==> config.mk <==
export PLATFORM = sky130hd
export DESIGN_NAME = shift_seq_ctrl
export DESIGN_NICKNAME = d
export VERILOG_FILES = /design/src/rtl/shift_pkg.sv /design/src/rtl/shift_shadow_model.sv /design/src/rtl/shift_seq_ctrl.sv
export SDC_FILE = /design/constraint.sdc
export NUM_CORES = 1
export LEC_CHECK = 0
export CORE_MARGIN = 1.5
export CORE_UTILIZATION = 45
export DETAILED_ROUTE_END_ITERATION = 8
export PLACE_DENSITY = 0.75
export SLEW_MARGIN = 20
export SYNTH_ARGS = -nofsm -noshare
export SYNTH_HDL_FRONTEND = slang
export SYNTH_HIERARCHICAL = 1
export SYNTH_SLANG_ARGS = --single-unit
==> constraint.sdc <==
create_clock -name CLK -period 1.93 [get_ports CLK]
set_input_delay 0.193 -clock CLK [delete_from_list [all_inputs] [get_ports CLK]]
set_output_delay 0.193 -clock CLK [all_outputs]
set_load 0.05 [all_outputs]
==> src/rtl/shift_pkg.sv <==
// shift_pkg: opcodes, select encoding, FSM states and the shift_reg next-state function
package shift_pkg;
    localparam int SR_W = 4;
    localparam logic [1:0] OP_ROTL = 2'b00;
    localparam logic [1:0] OP_ROTR = 2'b01;
    localparam logic [1:0] OP_HOLD = 2'b10;
    localparam logic [1:0] OP_LOAD = 2'b11;
    typedef enum logic [1:0] {
        SEL_ROTL = 2'b00,
        SEL_ROTR = 2'b01,
        SEL_HOLD = 2'b10,
        SEL_LOAD = 2'b11
    } sel_e;
    typedef enum logic [2:0] {
        S_IDLE,
        S_LOAD,
        S_SHIFT,
        S_HOLD,
        S_FIN
    } state_e;
    function automatic logic [SR_W-1:0] sr_next(sel_e sel, logic [SR_W-1:0] q, logic [SR_W-1:0] d);
        return sel == SEL_LOAD ? d :
               sel == SEL_ROTL ? {q[SR_W-2:0], q[SR_W-1]} :
               sel == SEL_ROTR ? {q[0], q[SR_W-1:1]} : q;
    endfunction
endpackage

==> src/rtl/shift_shadow_model.sv <==
// shift_shadow_model: registered copy of shift_reg behaviour, tracking what its Q should hold
module shift_shadow_model
    import shift_pkg::*;
(
    input  logic            clk,
    input  logic            rst_n,
    input  sel_e            sel_i,
    input  logic [SR_W-1:0] d_i,
    output logic [SR_W-1:0] q_o
);
    logic [SR_W-1:0] q_q;
    logic [SR_W-1:0] q_d;
    assign q_d = sr_next(sel_i, q_q, d_i);
    assign q_o = q_q;
    // Apply the same select the real register sees on every edge
    always_ff @(posedge clk or negedge rst_n) begin
        if (!rst_n) q_q <= '0;
        else        q_q <= q_d;
    end
endmodule

==> src/rtl/shift_seq_ctrl.sv <==
// shift_seq_ctrl: expands load/rotate/hold commands into shift_reg selects and checks the result
module shift_seq_ctrl
    import shift_pkg::*;
#(
    parameter int WIDTH = 4,
    parameter int CNT_W = 3
) (
    input  logic             CLK,
    input  logic             RSTn,
    input  logic             CMD_VALID,
    output logic             CMD_READY,
    input  logic [1:0]       CMD_OP,
    input  logic [WIDTH-1:0] CMD_DATA,
    input  logic [CNT_W-1:0] CMD_CNT,
    output logic             SEL_S1,
    output logic             SEL_S0,
    output logic [WIDTH-1:0] D_OUT,
    input  logic [WIDTH-1:0] Q_IN,
    output logic             BUSY,
    output logic             DONE,
    output logic [WIDTH-1:0] EXP_Q,
    output logic             SYNCED,
    output logic             MISMATCH
);
    state_e             state_q, state_d;
    sel_e               sel_q, sel_d;
    logic [WIDTH-1:0]   dout_q, dout_d;
    logic [CNT_W-1:0]   cnt_q, cnt_d;
    logic               synced_q, synced_d;
    logic               mm_q, mm_d;

    assign CMD_READY = state_q == S_IDLE;
    assign BUSY      = state_q != S_IDLE;
    assign DONE      = state_q == S_FIN;
    assign SEL_S1    = sel_q[1];
    assign SEL_S0    = sel_q[0];
    assign D_OUT     = dout_q;
    assign SYNCED    = synced_q;
    assign MISMATCH  = mm_q;

    // Next state and the select for the next cycle; selects are decided one edge early so they leave registered
    always_comb begin
        state_d  = state_q;
        sel_d    = SEL_HOLD;
        dout_d   = dout_q;
        cnt_d    = cnt_q;
        synced_d = synced_q;
        mm_d     = mm_q;
        case (state_q)
            S_IDLE: begin
                if (CMD_VALID) begin
                    if (CMD_OP == OP_LOAD) begin
                        state_d = S_LOAD;
                        sel_d   = SEL_LOAD;
                        dout_d  = CMD_DATA;
                    end else if (CMD_OP == OP_HOLD) begin
                        state_d = S_HOLD;
                    end else if (CMD_CNT != '0) begin
                        state_d = S_SHIFT;
                        sel_d   = sel_e'(CMD_OP);
                        cnt_d   = CMD_CNT;
                    end else begin
                        state_d = S_FIN;
                    end
                end
            end
            S_LOAD: begin
                state_d  = S_FIN;
                synced_d = 1'b1;
            end
            S_SHIFT: begin
                cnt_d   = cnt_q - 1'b1;
                state_d = cnt_q == CNT_W'(1) ? S_FIN : S_SHIFT;
                sel_d   = cnt_q == CNT_W'(1) ? SEL_HOLD : sel_q;
            end
            S_HOLD: state_d = S_FIN;
            S_FIN: begin
                state_d = S_IDLE;
                mm_d    = mm_q | (synced_q && Q_IN != EXP_Q);
            end
            default: state_d = S_IDLE;
        endcase
    end

    // Sequencer state, output registers and sticky status flags
    always_ff @(posedge CLK or negedge RSTn) begin
        if (!RSTn) begin
            state_q  <= S_IDLE;
            sel_q    <= SEL_HOLD;
            dout_q   <= '0;
            cnt_q    <= '0;
            synced_q <= 1'b0;
            mm_q     <= 1'b0;
        end else begin
            state_q  <= state_d;
            sel_q    <= sel_d;
            dout_q   <= dout_d;
            cnt_q    <= cnt_d;
            synced_q <= synced_d;
            mm_q     <= mm_d;
        end
    end

    shift_shadow_model u_shadow (
        .clk   (CLK),
        .rst_n (RSTn),
        .sel_i (sel_q),
        .d_i   (dout_q),
        .q_o   (EXP_Q)
    );
endmodule
==> results.py, run 1 <==
metrics = {
    "setup_path": {
        "r2r-start": "state_q[0]",
        "crit_path_max_incr_delay_ns": 0.85,
        "crit_start": "sel_q[0]",
        "cp.buffers_inverters": 1,
        "worstSetupPathType": "reg -> out",
        "cpMaxStageDelayCell": "clkdlybuf4s50_1",
        "startpoint_type": "flop",
        "critPathArrivalTime_ns": 1.63,
        "path_max_fanout": 6,
        "crit_path_end_kind": "output port",
        "crit_required_ns": 1.74,
        "path_cells": "clkdlybuf4s50_1",
        "critical-path-top-delay-family": "buffers and inverters",
    },
    "yosys": {
        "syn_inst": 75,
        "yosys.area.top_type": "dfrtp_1",
        "syn_nets": 93,
        "syn_area_um2": 973,
        "async_flop_share_pct": 100,
        "syn_area_per_cell_um2": 13.0,
        "synth_area_leaders": "dfrtp_1 44%, mux4_1 11%, mux2_2 4.6%",
        "ys.flop_type": "dfrtp_1",
        "synth-edff-count": 0,
        "ys_warn_count": 6,
        "ys_seq_area_share_pct": 46.4,
        "synth_seq_cells": 18,
        "yosysUniqueCellTypes": 36,
        "synth_top_area_share_pct": 43.7,
    },
    "drt": {
        "met2_length_um": 917,
        "dr.first_iter.drc_count": 11,
        "wl_um": 2020,
        "avgRoutedWirePerCell_um": 14.8,
        "drtAntennaViolNets": 0,
        "vias": 745,
        "met1_length_um": 949,
        "wl_met3_um": 106,
        "drt_pass1_iterations": 4,
        "dr.max_layer_used": "met4",
        "drc": 0,
        "avgViaCountPerCell": 5.48,
    },
    "floorplan": {
        "start_util_pct": 48.6,
        "core_mm2": 0.00200,
        "die_w_um": 49.5,
        "pin_count": 31,
        "die_area_mm2": 0.00245,
        "fp.dieH_um": 49.5,
        "rows": 16,
    },
    "clock_network": {
        "cts_buffer_depth": 2,
        "cts_hold_buffers": 0,
        "htree_levels": 1,
        "path_clk_slew_ns": 0.11,
        "cts_setup_buffers": 0,
        "insertion_delay_ns": 0.30,
        "cts-buffers-inserted": 3,
        "cts_tree": "built",
        "postCtsResizedCells": 0,
        "cts_root_buffer": "clkbuf_4",
        "clock_sinks": 18,
    },
    "finish": {
        "nets": 128,
        "final_cells": 136,
        "final_util_pct": 67.4,
        "syn2layout_area_growth_pct": 38.6,
        "fin_area_mm2": 0.00135,
        "diodes": 0,
        "drive_above_1_share_pct": 22.0,
    },
    "placed_design": {
        "io_buffers": 30,
        "dp.cells": 132,
        "preCtsSetupSlack_ns": 0.191,
        "hpwl_um": 1570,
        "placed_area_mm2": 0.00131,
        "gp_congestion": 0.888,
    },
    "sta": {
        "finClkSkew_ns": 0.00431,
        "maxSlewHeadroom_pct": 66.3,
        "fin_ws_ns": 0.103,
        "setup_tns_ns": 0,
        "tightest_slew_ns": 0.503,
        "rsz0062_at_grt": "no",
        "min_period_ns": 1.83,
        "min_period_over_period_pct": 94.7,
        "finalSetupViolations": 0,
        "hold_slack_ns": 0.208,
        "final_max_slew_viol_count": 0,
        "fmax_ghz": 0.547,
        "hold_viol": 0,
    },
    "power": {
        "power.density_mw_per_mm2": 1800,
        "ir_drop_uv": 1350,
        "finalPower_mw": 2.42,
        "p_leak_nw": 0.564,
    },
    "run": {
        "max-cap-violations": 0,
    },
    "global_route": {
        "grt.total_usage_pct": 19.2,
        "grt_pass1_vias": 716,
        "grt_pass1_wl_um": 3470,
        "grt_overflow": 0,
        "antenna_found_initial": 0,
        "grt_max_degree": 19,
    },
    "worst_hold_path": {
        "hold_path_class": "in -> async",
    },
    "status": {
        "outcome": "finished clean",
    },
}
-- cell type report --
| class | count | area [µm²] |
|---|---|---|
| fillers | 149 | 653 |
| multi-input cells | 51 | 507 |
| flip-flops and latches | 18 | 452 |
| repair buffers | 32 | 305 |
| clock buffers | 4 | 36.3 |
| well taps | 27 | 33.8 |
| inverters | 4 | 15.0 |
-- cell families after synthesis --
kind of cell / count (synthesis) / synth area share, %
compound gates: 14 / 10.8
flops: 18 / 46.4
mux: 9 / 17.0
fa+ha+maj: 2 / 2.57
buf+inv: 6 / 2.57
simple gates: 22 / 17.1
xor+xnor: 4 / 3.60
-- synth_stat cells (2+ instances only) --
master / number
nor3_1: 2
a21oi_1: 2
ha_1: 2
mux4_1: 4
inv_1: 4
buf_2: 2
dfrtp_1: 17
nor2_1: 3
nand2_1: 2
o211ai_1: 2
o21ai_0: 2
xnor2_1: 4
a211oi_1: 2
mux2_2: 4
nor3b_1: 2
-- report_power, final --
group / switching [mW] / internal, mW / leakage (nW)
combinational: 0.816 / 0.604 / 0.329
clock: 0.122 / 0.115 / 0.0210
sequential: 0.215 / 0.553 / 0.214
total: 1.15 / 1.27 / 0.564
-- flip-flops by register name (all words and copies together) (netlist names) --
| name | count |
|---|---|
| D_OUT | 4 |
| MISMATCH | 1 |
| SYNCED | 1 |
| cnt_q | 3 |
| sel_q | 2 |
| state_q | 3 |
| u_shadow/q_o | 4 |
-- cell usage in the layout (no fill, tap or decap), types with 2 or more instances in the layout --
cell type         n
a211oi_1          2
a21oi_1           2
buf_4             6
inv_1             4
clkdlybuf4s50_1  26
clkbuf_4          3
nand2_1           2
xnor2_1           4
o211ai_1          2
o21ai_0           2
mux4_1            4
dfrtp_1          17
nor2_1            3
ha_1              2
mux2_2            4
-- per-layer routing --
layer	global-route usage, %	vias to the layer above
met3	3.03	4
met1	26.7	353
li1	-	357
met5	0	-
met4	12.0	0
met2	28.2	31
-- worst paths after layout --
| path | endpoint | slack (ns) | cells past startpoint |
|---|---|---|---|
| worst min-delay path | cnt_q[1] | 0.21 | 2 |
| worst min register to register | MISMATCH | 0.47 | 1 |
| worst max register to register | D_OUT[3] | 0.27 | 3 |
| worst max-delay path | SEL_S0 | 0.10 | 1 |
| min in group CLK | MISMATCH | 0.47 | 1 |
| max in group asynchronous | sel_q[1] | 1.47 | 2 |
(Power assumes the default switching activity.)
==> run 2: changes to the inputs <==
Settings changed: REMOVE_ABC_BUFFERS set to 1.
==> run 2 against run 1 <==
Die area did not move. Global-route usage rose by 0.53 points. Flip-flop and latch count unchanged. Power down 0.15%. Largest cell class unchanged. Critical endpoint unchanged. Non-clock buffer count rose by 2. Core utilization grew 0.44 points. Largest power group unchanged.
==> results.py, run 2 (same netlist as run 1, synthesis figures left out) <==
metrics = {
    "status": {
        "outcome": "finished clean",
    },
    "floorplan": {
        "rows": 16,
        "start_util_pct": 48.6,
        "fp.dieH_um": 49.5,
        "pin_count": 31,
        "core_mm2": 0.00200,
        "die_area_mm2": 0.00245,
        "die_w_um": 49.5,
    },
    "clock_network": {
        "cts_buffer_depth": 2,
        "postCtsResizedCells": 1,
        "htree_levels": 1,
        "path_clk_slew_ns": 0.10,
        "cts_root_buffer": "clkbuf_4",
        "cts-buffers-inserted": 3,
        "cts_hold_buffers": 0,
        "cts_tree": "built",
        "cts_setup_buffers": 0,
        "insertion_delay_ns": 0.30,
        "clock_sinks": 18,
    },
    "placed_design": {
        "gp_congestion": 0.881,
        "hpwl_um": 1680,
        "placed_area_mm2": 0.00133,
        "io_buffers": 30,
    },
    "finish": {
        "final_common_cell": "clkdlybuf4s50_1",
        "fin_area_mm2": 0.00136,
        "final_util_pct": 67.8,
        "final_cell_mix": "26 x clkdlybuf4s50_1, 17 x dfrtp_1, 6 x buf_4",
        "syn2layout_area_growth_pct": 39.5,
        "nets": 130,
        "n_fill_cell": 153,
        "diodes": 0,
        "drive_above_1_share_pct": 19.8,
    },
    "global_route": {
        "grt_overflow": 0,
        "grt_pass1_wl_um": 3570,
        "grt.total_usage_pct": 19.8,
        "antenna_found_initial": 0,
        "grt_max_degree": 19,
        "grt_pass1_vias": 720,
    },
    "setup_path": {
        "path_cells": "clkdlybuf4s50_1",
        "cp.buffers_inverters": 1,
        "startpoint_type": "flop",
        "path_max_fanout": 6,
        "crit_path_max_incr_delay_ns": 0.85,
        "crit_required_ns": 1.74,
        "worstSetupPathType": "reg -> out",
        "critical-path-top-delay-family": "buffers and inverters",
        "crit_path_end_kind": "output port",
        "critPathArrivalTime_ns": 1.62,
        "cpMaxStageDelayCell": "clkdlybuf4s50_1",
    },
    "sta": {
        "maxSlewHeadroom_pct": 65.3,
        "rsz0062_at_grt": "no",
        "tightest_slew_ns": 0.518,
        "fmax_ghz": 0.553,
        "finalSetupViolations": 0,
        "min_period_ns": 1.81,
        "min_period_over_period_pct": 93.7,
        "final_max_slew_viol_count": 0,
        "setup_tns_ns": 0,
        "hold_slack_ns": 0.215,
        "hold_viol": 0,
        "finClkSkew_ns": 0.00382,
    },
    "run": {
        "max-cap-violations": 0,
    },
    "power": {
        "p_leak_nw": 0.567,
        "ir_drop_uv": 1030,
        "finalPower_mw": 2.42,
        "power.density_mw_per_mm2": 1780,
    },
    "worst_hold_path": {
        "hold_path_class": "in -> async",
    },
    "drt": {
        "drtAntennaViolNets": 0,
        "vias": 777,
        "avgRoutedWirePerCell_um": 15.9,
        "drt_pass1_iterations": 4,
        "dr.first_iter.drc_count": 18,
        "drc": 0,
        "avgViaCountPerCell": 5.63,
        "wl_um": 2190,
    },
}
run 2: through the flow:
step | setup WS, ns | cells
global placement | 0.227 | 134
floorplan | -0.485 | 73
finish | 0.122 | 138
detailed placement | 0.180 | 134
global route | 0.0648 | 138
CTS | 0.110 | 138
run 2: worst paths after layout:
kind                             from       end  slack [ns]  depth (start not counted)
setup / recovery             sel_q[0]    SEL_S0        0.12                          1
hold / removal                   RSTn    SYNCED        0.21                          2
setup reg to reg           state_q[0]  D_OUT[1]        0.32                          3
hold reg to reg              MISMATCH  MISMATCH        0.48                          1
max in group asynchronous        RSTn  sel_q[1]        1.45                          2
min in group CLK             MISMATCH  MISMATCH        0.48                          1
run 2: cell type report:
cell class	instances	area, µm²	area share [%]
clock buffers	4	26.3	1.94
inverters	4	15.0	1.11
multi-input cells	51	497	36.6
flip-flops and latches	18	452	33.3
well taps	27	33.8	2.49
repair buffers	34	334	24.6
run 2: worst register-to-register path: stages (launching register included):
cell     delay, ns
dfrtp_1       0.51
nor4b_4       0.41
and2b_2       0.25
mux2_2        0.34
run 2: layer usage:
metal / global-route usage, % / share of wire, % / vias up
li1: - / - / 357
met1: 27.4 / 44 / 386
met2: 30.2 / 49 / 30
met3: 3.33 / 5.2 / 4
met4: 9.72 / 1.6 / 0
met5: 0 / 0 / -
run 2: report_power, final:
part           total [mW]  internal (mW)  switching, mW  leakage, nW
Clock               0.198         0.0805          0.117       0.0150
Sequential          0.742          0.554          0.189        0.214
Combinational        1.48          0.629          0.852        0.339
